===== config.mk =====
export PLATFORM = sky130hd
export DESIGN_NAME = serial_mod_add_ctrl
export DESIGN_NICKNAME = d
export VERILOG_FILES = /design/src/rtl/ntt_pkg.sv /design/src/rtl/serial_shift_reg.sv /design/src/rtl/serial_mod_add_ctrl.sv
export SDC_FILE = /design/constraint.sdc
export NUM_CORES = 1
export LEC_CHECK = 0
export ABC_AREA = 1
export CAP_MARGIN = 20
export CORE_UTILIZATION = 50
export CTS_CLUSTER_DIAMETER = 50
export DETAILED_ROUTE_END_ITERATION = 7
export HOLD_SLACK_MARGIN = 0.08
export PLACE_DENSITY = 0.83
export SLEW_MARGIN = 40
export SYNTH_ARGS = -nofsm -noshare
export SYNTH_HDL_FRONTEND = slang
export SYNTH_HIERARCHICAL = 1
export SYNTH_SLANG_ARGS = --single-unit

===== constraint.sdc =====
create_clock -name clk -period 2.2 [get_ports clk]
set_input_delay 0.22 -clock clk [delete_from_list [all_inputs] [get_ports clk]]
set_output_delay 0.22 -clock clk [all_outputs]
set_load 0.05 [all_outputs]

===== src/rtl/ntt_pkg.sv =====
// Shared NTT constants and types.
//   NTT_WIDTH / NTT_Q : default coefficient width and modulus (Kyber q)
//   state_t           : serial modular adder controller states
//   cnt_width()       : bit-counter width able to hold 0..w
package ntt_pkg;
  localparam int NTT_WIDTH = 12;
  localparam int NTT_Q     = 3329;

  typedef enum logic [1:0] {IDLE, ADD, SUB, DONE} state_t;

  function automatic int cnt_width(input int w);
    return $clog2(w + 1);
  endfunction

  localparam int NTT_CNT_W = $clog2(NTT_WIDTH + 1);
endpackage


===== src/rtl/serial_shift_reg.sv =====
// W-bit right-shifting register, LSB out first.
//   clk, rst  : clock, async active-high reset (clears contents)
//   load      : parallel load of load_val (wins over shift)
//   shift     : shift right one position
//   sin       : serial input entering at the MSB
//   rotate    : when set, the LSB re-enters at the MSB instead of sin
//   q         : register contents
module serial_shift_reg #(
  parameter int W = 12
) (
  input  logic         clk,
  input  logic         rst,
  input  logic         load,
  input  logic [W-1:0] load_val,
  input  logic         shift,
  input  logic         sin,
  input  logic         rotate,
  output logic [W-1:0] q
);
  always_ff @(posedge clk or posedge rst) begin
    if (rst)        q <= '0;
    else if (load)  q <= load_val;
    else if (shift) q <= {(rotate ? q[0] : sin), q[W-1:1]};
  end
endmodule


===== src/rtl/serial_mod_add_ctrl.sv =====
// Bit-serial modular adder controller: (a + b) mod MODULUS using one
// external 1-bit full-adder slice. An ADD pass forms a+b, a SUB pass forms
// (a+b)-MODULUS by adding ~MODULUS with carry-in 1, then the reduced value
// is selected.
//   clk, rst            : clock, async active-high reset
//   start, ready        : request accepted when ready (IDLE only)
//   a, b                : operands, sampled on accept, expected < MODULUS
//   done, s             : one-cycle done pulse; s held until next accept
//   fa_x, fa_y, fa_cin  : drive to the full-adder slice
//   fa_sum, fa_cout     : results from the full-adder slice
module serial_mod_add_ctrl
  import ntt_pkg::*;
#(
  parameter int WIDTH   = NTT_WIDTH,
  parameter int MODULUS = NTT_Q
) (
  input  logic             clk,
  input  logic             rst,
  input  logic             start,
  input  logic [WIDTH-1:0] a,
  input  logic [WIDTH-1:0] b,
  output logic             ready,
  output logic             done,
  output logic [WIDTH-1:0] s,
  output logic             fa_x,
  output logic             fa_y,
  output logic             fa_cin,
  input  logic             fa_sum,
  input  logic             fa_cout
);
  localparam int               CNT_W = cnt_width(WIDTH);
  localparam logic [WIDTH-1:0] Q_V   = WIDTH'(MODULUS);
  localparam logic [WIDTH-1:0] Q_INV = ~Q_V;
  localparam logic [CNT_W-1:0] LAST  = CNT_W'(WIDTH - 1);

  state_t           state, state_n;
  logic             carry, add_c;
  logic [CNT_W-1:0] cnt;
  logic [WIDTH-1:0] ra, rb, rq, rs, rd;

  logic accept, in_add, in_sub, last;
  assign accept = (state == IDLE) && start;
  assign in_add = (state == ADD);
  assign in_sub = (state == SUB);
  assign last   = (cnt == LAST);

  // Only the LSBs of the operand registers are observed here; the rest is
  // consumed inside the shift registers.
  logic unused_hi;
  assign unused_hi = ^{ra[WIDTH-1:1], rb[WIDTH-1:1], rq[WIDTH-1:1]};

  serial_shift_reg #(.W(WIDTH)) u_ra (
    .clk(clk), .rst(rst), .load(accept), .load_val(a), .shift(in_add),
    .sin(1'b0), .rotate(1'b0), .q(ra));
  serial_shift_reg #(.W(WIDTH)) u_rb (
    .clk(clk), .rst(rst), .load(accept), .load_val(b), .shift(in_add),
    .sin(1'b0), .rotate(1'b0), .q(rb));
  serial_shift_reg #(.W(WIDTH)) u_rq (
    .clk(clk), .rst(rst), .load(accept), .load_val(Q_INV), .shift(in_sub),
    .sin(1'b0), .rotate(1'b0), .q(rq));
  // rs fills during ADD, then rotates during SUB so it is intact afterwards.
  serial_shift_reg #(.W(WIDTH)) u_rs (
    .clk(clk), .rst(rst), .load(1'b0), .load_val('0),
    .shift(in_add | in_sub), .sin(fa_sum), .rotate(in_sub), .q(rs));
  serial_shift_reg #(.W(WIDTH)) u_rd (
    .clk(clk), .rst(rst), .load(1'b0), .load_val('0), .shift(in_sub),
    .sin(fa_sum), .rotate(1'b0), .q(rd));

  // Register contents as they will be after the final SUB edge, so the
  // selection can happen on that same edge.
  logic [WIDTH-1:0] rs_fin, rd_fin;
  assign rs_fin = {rs[0], rs[WIDTH-1:1]};
  assign rd_fin = {fa_sum, rd[WIDTH-1:1]};

  always_ff @(posedge clk or posedge rst) begin
    if (rst) state <= IDLE;
    else     state <= state_n;
  end

  always_comb begin
    state_n = state;
    ready   = 1'b0;
    done    = 1'b0;
    fa_x    = 1'b0;
    fa_y    = 1'b0;
    fa_cin  = 1'b0;
    case (state)
      IDLE: begin
        ready = 1'b1;
        if (start) state_n = ADD;
      end
      ADD: begin
        fa_x   = ra[0];
        fa_y   = rb[0];
        fa_cin = carry;
        if (last) state_n = SUB;
      end
      SUB: begin
        fa_x   = rs[0];
        fa_y   = rq[0];
        fa_cin = carry;
        if (last) state_n = DONE;
      end
      DONE: begin
        done    = 1'b1;
        state_n = IDLE;
      end
      default: state_n = IDLE;
    endcase
  end

  always_ff @(posedge clk or posedge rst) begin
    if (rst) begin
      carry <= 1'b0;
      add_c <= 1'b0;
      cnt   <= '0;
      s     <= '0;
    end else begin
      case (state)
        IDLE: if (start) begin
          carry <= 1'b0;
          add_c <= 1'b0;
          cnt   <= '0;
        end
        ADD: begin
          cnt <= last ? '0 : cnt + 1'b1;
          if (last) begin
            add_c <= fa_cout;
            carry <= 1'b1;  // +1 of the two's-complement subtraction
          end else begin
            carry <= fa_cout;
          end
        end
        SUB: begin
          carry <= fa_cout;
          cnt   <= last ? '0 : cnt + 1'b1;
          // Final fa_cout is the SUB borrow-free flag: set iff sum >= q.
          if (last) s <= (add_c | fa_cout) ? rd_fin : rs_fin;
        end
        default: ;
      endcase
    end
  end
endmodule


**Word level (Yosys, flattened, before mapping)**

Index checks and enable logic that the tools add are counted.

- Register bits after elaboration: 80
- Latch bits: 0
- Bits in writable memories: 0
- Bits in read-only memories: 0
- Input port bits: 29
- Output and inout bits: 17
- Word-level logic and storage cells: 58
- Memories kept: 0

- $add $sub $neg: 1
- Multiply operators: 0
- Divide/modulo/power cells: 0
- Magnitude comparators: 0
- Equal/unequal tests: 7
- Shift operators: 0
- Multiplexer cells: 25
- Bitwise gates (word level): 2
- Reductions and logical operators: 13

Operator list:

| cell | number |
|---|---|
| $mux W12 | 7 |
| $mux W4 | 2 |
| $pmux W2 S4 | 1 |
| $pmux W4 S2 | 1 |
| $reduce_bool A2 Y1 | 4 |
| $mux W1 | 7 |
| $mux W2 | 3 |
| $pmux W1 S2 | 3 |
| $reduce_and A2 Y1 | 3 |
| $reduce_and A3 Y1 | 2 |
| $add A4 B1 Y4 const B | 1 |
| $eq A2 B2 Y1 const B | 2 |
| $eq A4 B4 Y1 const B | 1 |
| $ne A2 B1 Y1 const B | 2 |
| $pmux W1 S3 | 1 |
| $reduce_bool A3 Y1 | 1 |
| $eq A2 B1 Y1 const B | 1 |
| $logic_not A2 Y1 | 1 |
| $ne A2 B2 Y1 const B | 1 |
| $or A1 B1 Y1 | 2 |
| $reduce_or A2 Y1 | 1 |
| $logic_and A1 B1 Y1 | 1 |

**Logic depth before layout (Yosys ltp)**

- Depth after elaboration: 4
- Gate-level depth with buffers: 8
- Depth with buffers taken out: 8

**Modules after synthesis**

The synthesis kept the hierarchy.

Modules (own cells, without submodules):

| module | times used | cells an instance | area an instance (µm²) | seq. area each (µm²) |
|---|---|---|---|---|
| serial_shift_reg | 5 | 72 | 560.5 | 300.3 |
| serial_mod_add_ctrl | 1 | 156 | 1,181.1 | 500.5 |

**Worst setup path before layout**

No wires, ideal clock.

- Path type: register to register
- Start point: reg state[0]
- End point: reg u_ra.q[1]
- Setup time: 124 ps
- Arrival: 1,849 ps
- Required time: 2,076 ps
- Slack: 228 ps
- Stages on the path, launching flop included: 9
- Path buffers: 1
- Period minus slack after synthesis: 1,972 ps
- Cell sequence: dfrtp_1 inv_1 ha_1 nand2_1 inv_1 nor2_2 buf_4 nand2_1 nand3_1

- Longest elaborated chain between the ends: 3
- Elaborated cells between the ends (all ways): 5
- Those cells by class: eq/ne (1); mux (1); reduce/logical (3)

RTL lines:

| item | line | RTL |
|---|---|---|
| start: declaration | serial_mod_add_ctrl.sv:36 | `state_t state, state_n;` |
| start signal: assignment | serial_mod_add_ctrl.sv:77 | `else state <= state_n;` |
| $logic_not A2 Y1 * | serial_mod_add_ctrl.sv:42 | `assign accept = (state == IDLE) && start;` |
| $logic_and A1 B1 Y1 * | serial_mod_add_ctrl.sv:42 |  |
| named net accept | serial_mod_add_ctrl.sv:41 | `logic accept, in_add, in_sub, last;` |
| $mux W12 / $reduce_bool A2 Y1 (equally long branches) | - |  |
| end signal: assignment | serial_shift_reg.sv:22 | `else if (load) q <= load_val;` |
| end signal: assignment | serial_shift_reg.sv:23 | `else if (shift) q <= {(rotate ? q[0] : sin), q[W-1:1]};` |
| end: declaration | serial_shift_reg.sv:18 | `output logic [W-1:0] q` |

The timed path passes the listed nets; every way through them passes the cells marked *.
A chain may end at the register's enable or synchronous reset.

**Worst setup path after layout**

- Start point: reg state[0]
- End point: out fa_x

- Longest elaborated chain between the ends: 2
- Elaborated cells between the ends (all ways): 3
- Those cells by class: eq/ne (2); mux (1)

RTL lines:

| item | line | RTL |
|---|---|---|
| $eq A2 B2 Y1 / $eq A2 B1 Y1 (equally long branches) | serial_mod_add_ctrl.sv:87 | `case (state)` |
| $pmux W1 S2 * | serial_mod_add_ctrl.sv:87 |  |
| end: declaration | serial_mod_add_ctrl.sv:25 | `output logic fa_x,` |

Every way passes the cells marked *; elsewhere a longest branch is shown, timed or not.

==> impl_metrics.csv <==
group,metric,value,unit
yosys,synth_mux_area_share,0,%
place,place_hpwl,6190,um
setup_path,crit_path_max_fanout,5,
cts,clk_latency,0.37,ns
global_routing,antenna_found_initial,0,
timing,setup_viol,0,
route,post-route-drc-count,0,
place,gp_congestion,0.809,
floorplanning,row_count,32,
floorplanning,core_area,0.00773,sq mm
cts,cts_buffers,9,
status,run_status,"complete, no violations",
yosys,synthTopCellsByArea,"dfrtp_1 50%, nand2_1 23%, nand3_1 7.4%, inv_1 4.2%, o211ai_1 2.3%",
final_layout,layout.nets,646,
timing,fmax,0.491,GHz
final_layout,final_common_cell,"nand2_1",
yosys,ys_ff_latch,80,
global_routing,grt_pass1_vias,3432,
yosys,syn_inst,516,
yosys,netlist_area,0.00398,sq mm
yosys,synth.top_cell.area_share,50.3,%
final_layout,drive_gt1_share,6.48,%
global_routing,gr-total-overflow,0,
route,wl,8640,um
floorplanning,die_y,91.3,um
yosys,synth_xor_area_share,0.220,%
timing,skew,0.0134,ns
timing,drv_slew,0,
power,power_density,1230,mW/mm^2
timing,fin_crit_sh,92.7,%
yosys,yosys.area.top_type,"dfrtp_1",
yosys,synth_area_per_cell,7.72,sq um
yosys,synthAdderAreaFrac,1.57,%
cts,post_cts.repair.setup_buffers,0,
cts,root_buffer,"clkbuf_8",
flow_run,drv_cap,0,
place,postPlaceCellArea,0.00466,sq mm
route,ant_nets,0,
final_layout,stdcell_area,0.00488,sq mm
cts,cts_max_level,3,
setup_path,critPathArrivalTime,1.82,ns
route,vias,3444,
route,routedWlPerCell,12.0,um
cts,cts_max_path_buffers,2,
setup_path,cp-end-kind,"output port",
min_path,hold_path_class,"in2async",
timing,worstMarginPinSlew,0.585,ns
final_layout,postLayoutCoreUtil,63.1,%
power,power.leakage,2.41,nW
global_routing,grt_max_degree,21,
yosys,yosysUniqueCellTypes,21,
yosys,synth_compound_area_share,5.28,%
power,p_total,6.02,mW
setup_path,path_class,"reg2out",
cts,cts_tree,"built",
final_layout,areaGrowthSynthToFinish,22.4,%
floorplanning,dieWidth,91.3,um
floorplanning,start_util,51.6,%
cts,clk_pin_slew,0.09,ns
global_routing,grt_pass1_wl,15100,um
timing,rsz0062_at_grt,"false",
timing,final-hold-violation-count,0,
timing,relSlewSlack,60.9,%
setup_path,worstSetupStartpointType,"flip-flop",
timing,min_period,2.04,ns
route,drtIter0Drc,153,
cts,clock_sinks,80,
setup_path,worstPathRequired,1.98,ns
power,ir_drop,497,uV
floorplanning,io_pins,46,
yosys,synth_top_family_by_area,"simple AND/OR/NAND/NOR gates",
yosys,ys_seq_area_share,50.3,%
final_layout,antenna_cells,0,
place,numPortBuffers,45,
global_routing,grtUsageTotal,22.8,%
floorplanning,die_area,0.00833,sq mm
timing,final.setup.tns,0,ns
yosys,yosys.area_share.simple,34.0,%
final_layout,layout_common_cells,"248 x nand2_1, 80 x dfrtp_1, 59 x nand3_1",
route,first_pass_iters,4,
route,vias_per_cell,4.79,
yosys,ys_warn_count,6,
-- worst max-delay path, stage by stage (launching register included) --
cell and delay, ns:
dfrtp_1 0.41, inv_1 0.10, ha_1 0.40, inv_1 0.13, a21oi_1 0.24, buf_12 0.18
-- metrics by stage --
| stage | setup slack (ns) | std cells | hold slack [ns] |
|---|---|---|---|
| after global routing | 0.0582 | 719 | 0.411 |
| after detailed placement | 0.359 | 703 | 0.466 |
| after floorplan | 0.228 | 571 | 0.0847 |
| after CTS | 0.0795 | 719 | 0.362 |
| after global placement | 0.405 | 703 | 0.460 |
| final | 0.161 | 719 | 0.344 |
-- where the power goes --
group          internal [mW]  leakage (nW)  switching (mW)
clock                  0.594         0.106           0.558
sequential              2.04         0.958           0.388
combinational          0.804          1.35            1.63
total                   3.44          2.41            2.58
-- logic make-up (layout without fill, tap and decap cells) --
kind of cell               count (synthesis)  count (layout)
AOI/OAI and AO/OA                         36              36
xor gates and xnor gates                   1               1
adders and majority gates                  5               5
buffers and inverters                     67             113
DFF                                       80              80
other                                      2              57
and+or+nand+nor                          325             325
-- path summary, 6_finish.rpt --
| kind | from | end | slack (ns) | cells after the start |
|---|---|---|---|---|
| hold / removal | rst | u_rb/q[5] | 0.34 | 2 |
| min in group clk | a[8] | u_ra/q[8] | 0.43 | 3 |
| setup / recovery | state[0] | fa_x | 0.16 | 5 |
| setup reg to reg | state[0] | u_rb/q[1] | 0.38 | 7 |
| hold reg to reg | u_rb/q[6] | u_rb/q[5] | 0.48 | 2 |
| max in group asynchronous | rst | u_ra/q[6] | 1.50 | 2 |
-- timing repair --
item,4_1_cts,5_1_grt
endpoints found under the hold margin,0,0
resized for setup,1,1
setup endpoints to repair,1,1
hold buffers,0,0
-- sequential cells by signal, indices dropped and copies added, names as in the netlist --
signal,flops
s,12
u_ra/q,12
u_rb/q,12
u_rd/q,12
u_rq/q,12
u_rs/q,12
cnt,4
state,2
add_c,1
carry,1
-- metal layers --
metal | part of all wire, % | routed length, um | track usage (%) | up-vias
met2 | 51 | 4420 | 39.3 | 69
li1 | - | - | - | 1753
met4 | 1.9 | 165 | 10.2 | 0
met1 | 44 | 3790 | 28.7 | 1610
met5 | 0 | 0 | 0 | -
met3 | 3.1 | 272 | 2.85 | 12
-- cell type report --
cell class	count	area, sq um
Clock buffer	11	151
Clock inverter	5	63.8
Fill cell	656	2850
Inverter	47	176
Multi-Input combinational cell	424	1850
Sequential cell	80	2000
Tap cell	102	128
Timing Repair Buffer	50	504
-- synth_stat cells, drive strengths merged --
master  count
buf        19
xor2        1
nand2     248
clkbuf      1
o211ai     12
nor2       13
nand4       4
dfrtp      80
a21oi       8
inv        47
o21ai      16
conb        2
ha          5
nand3      60
Note: power is estimated with default switching activity, not from simulation.
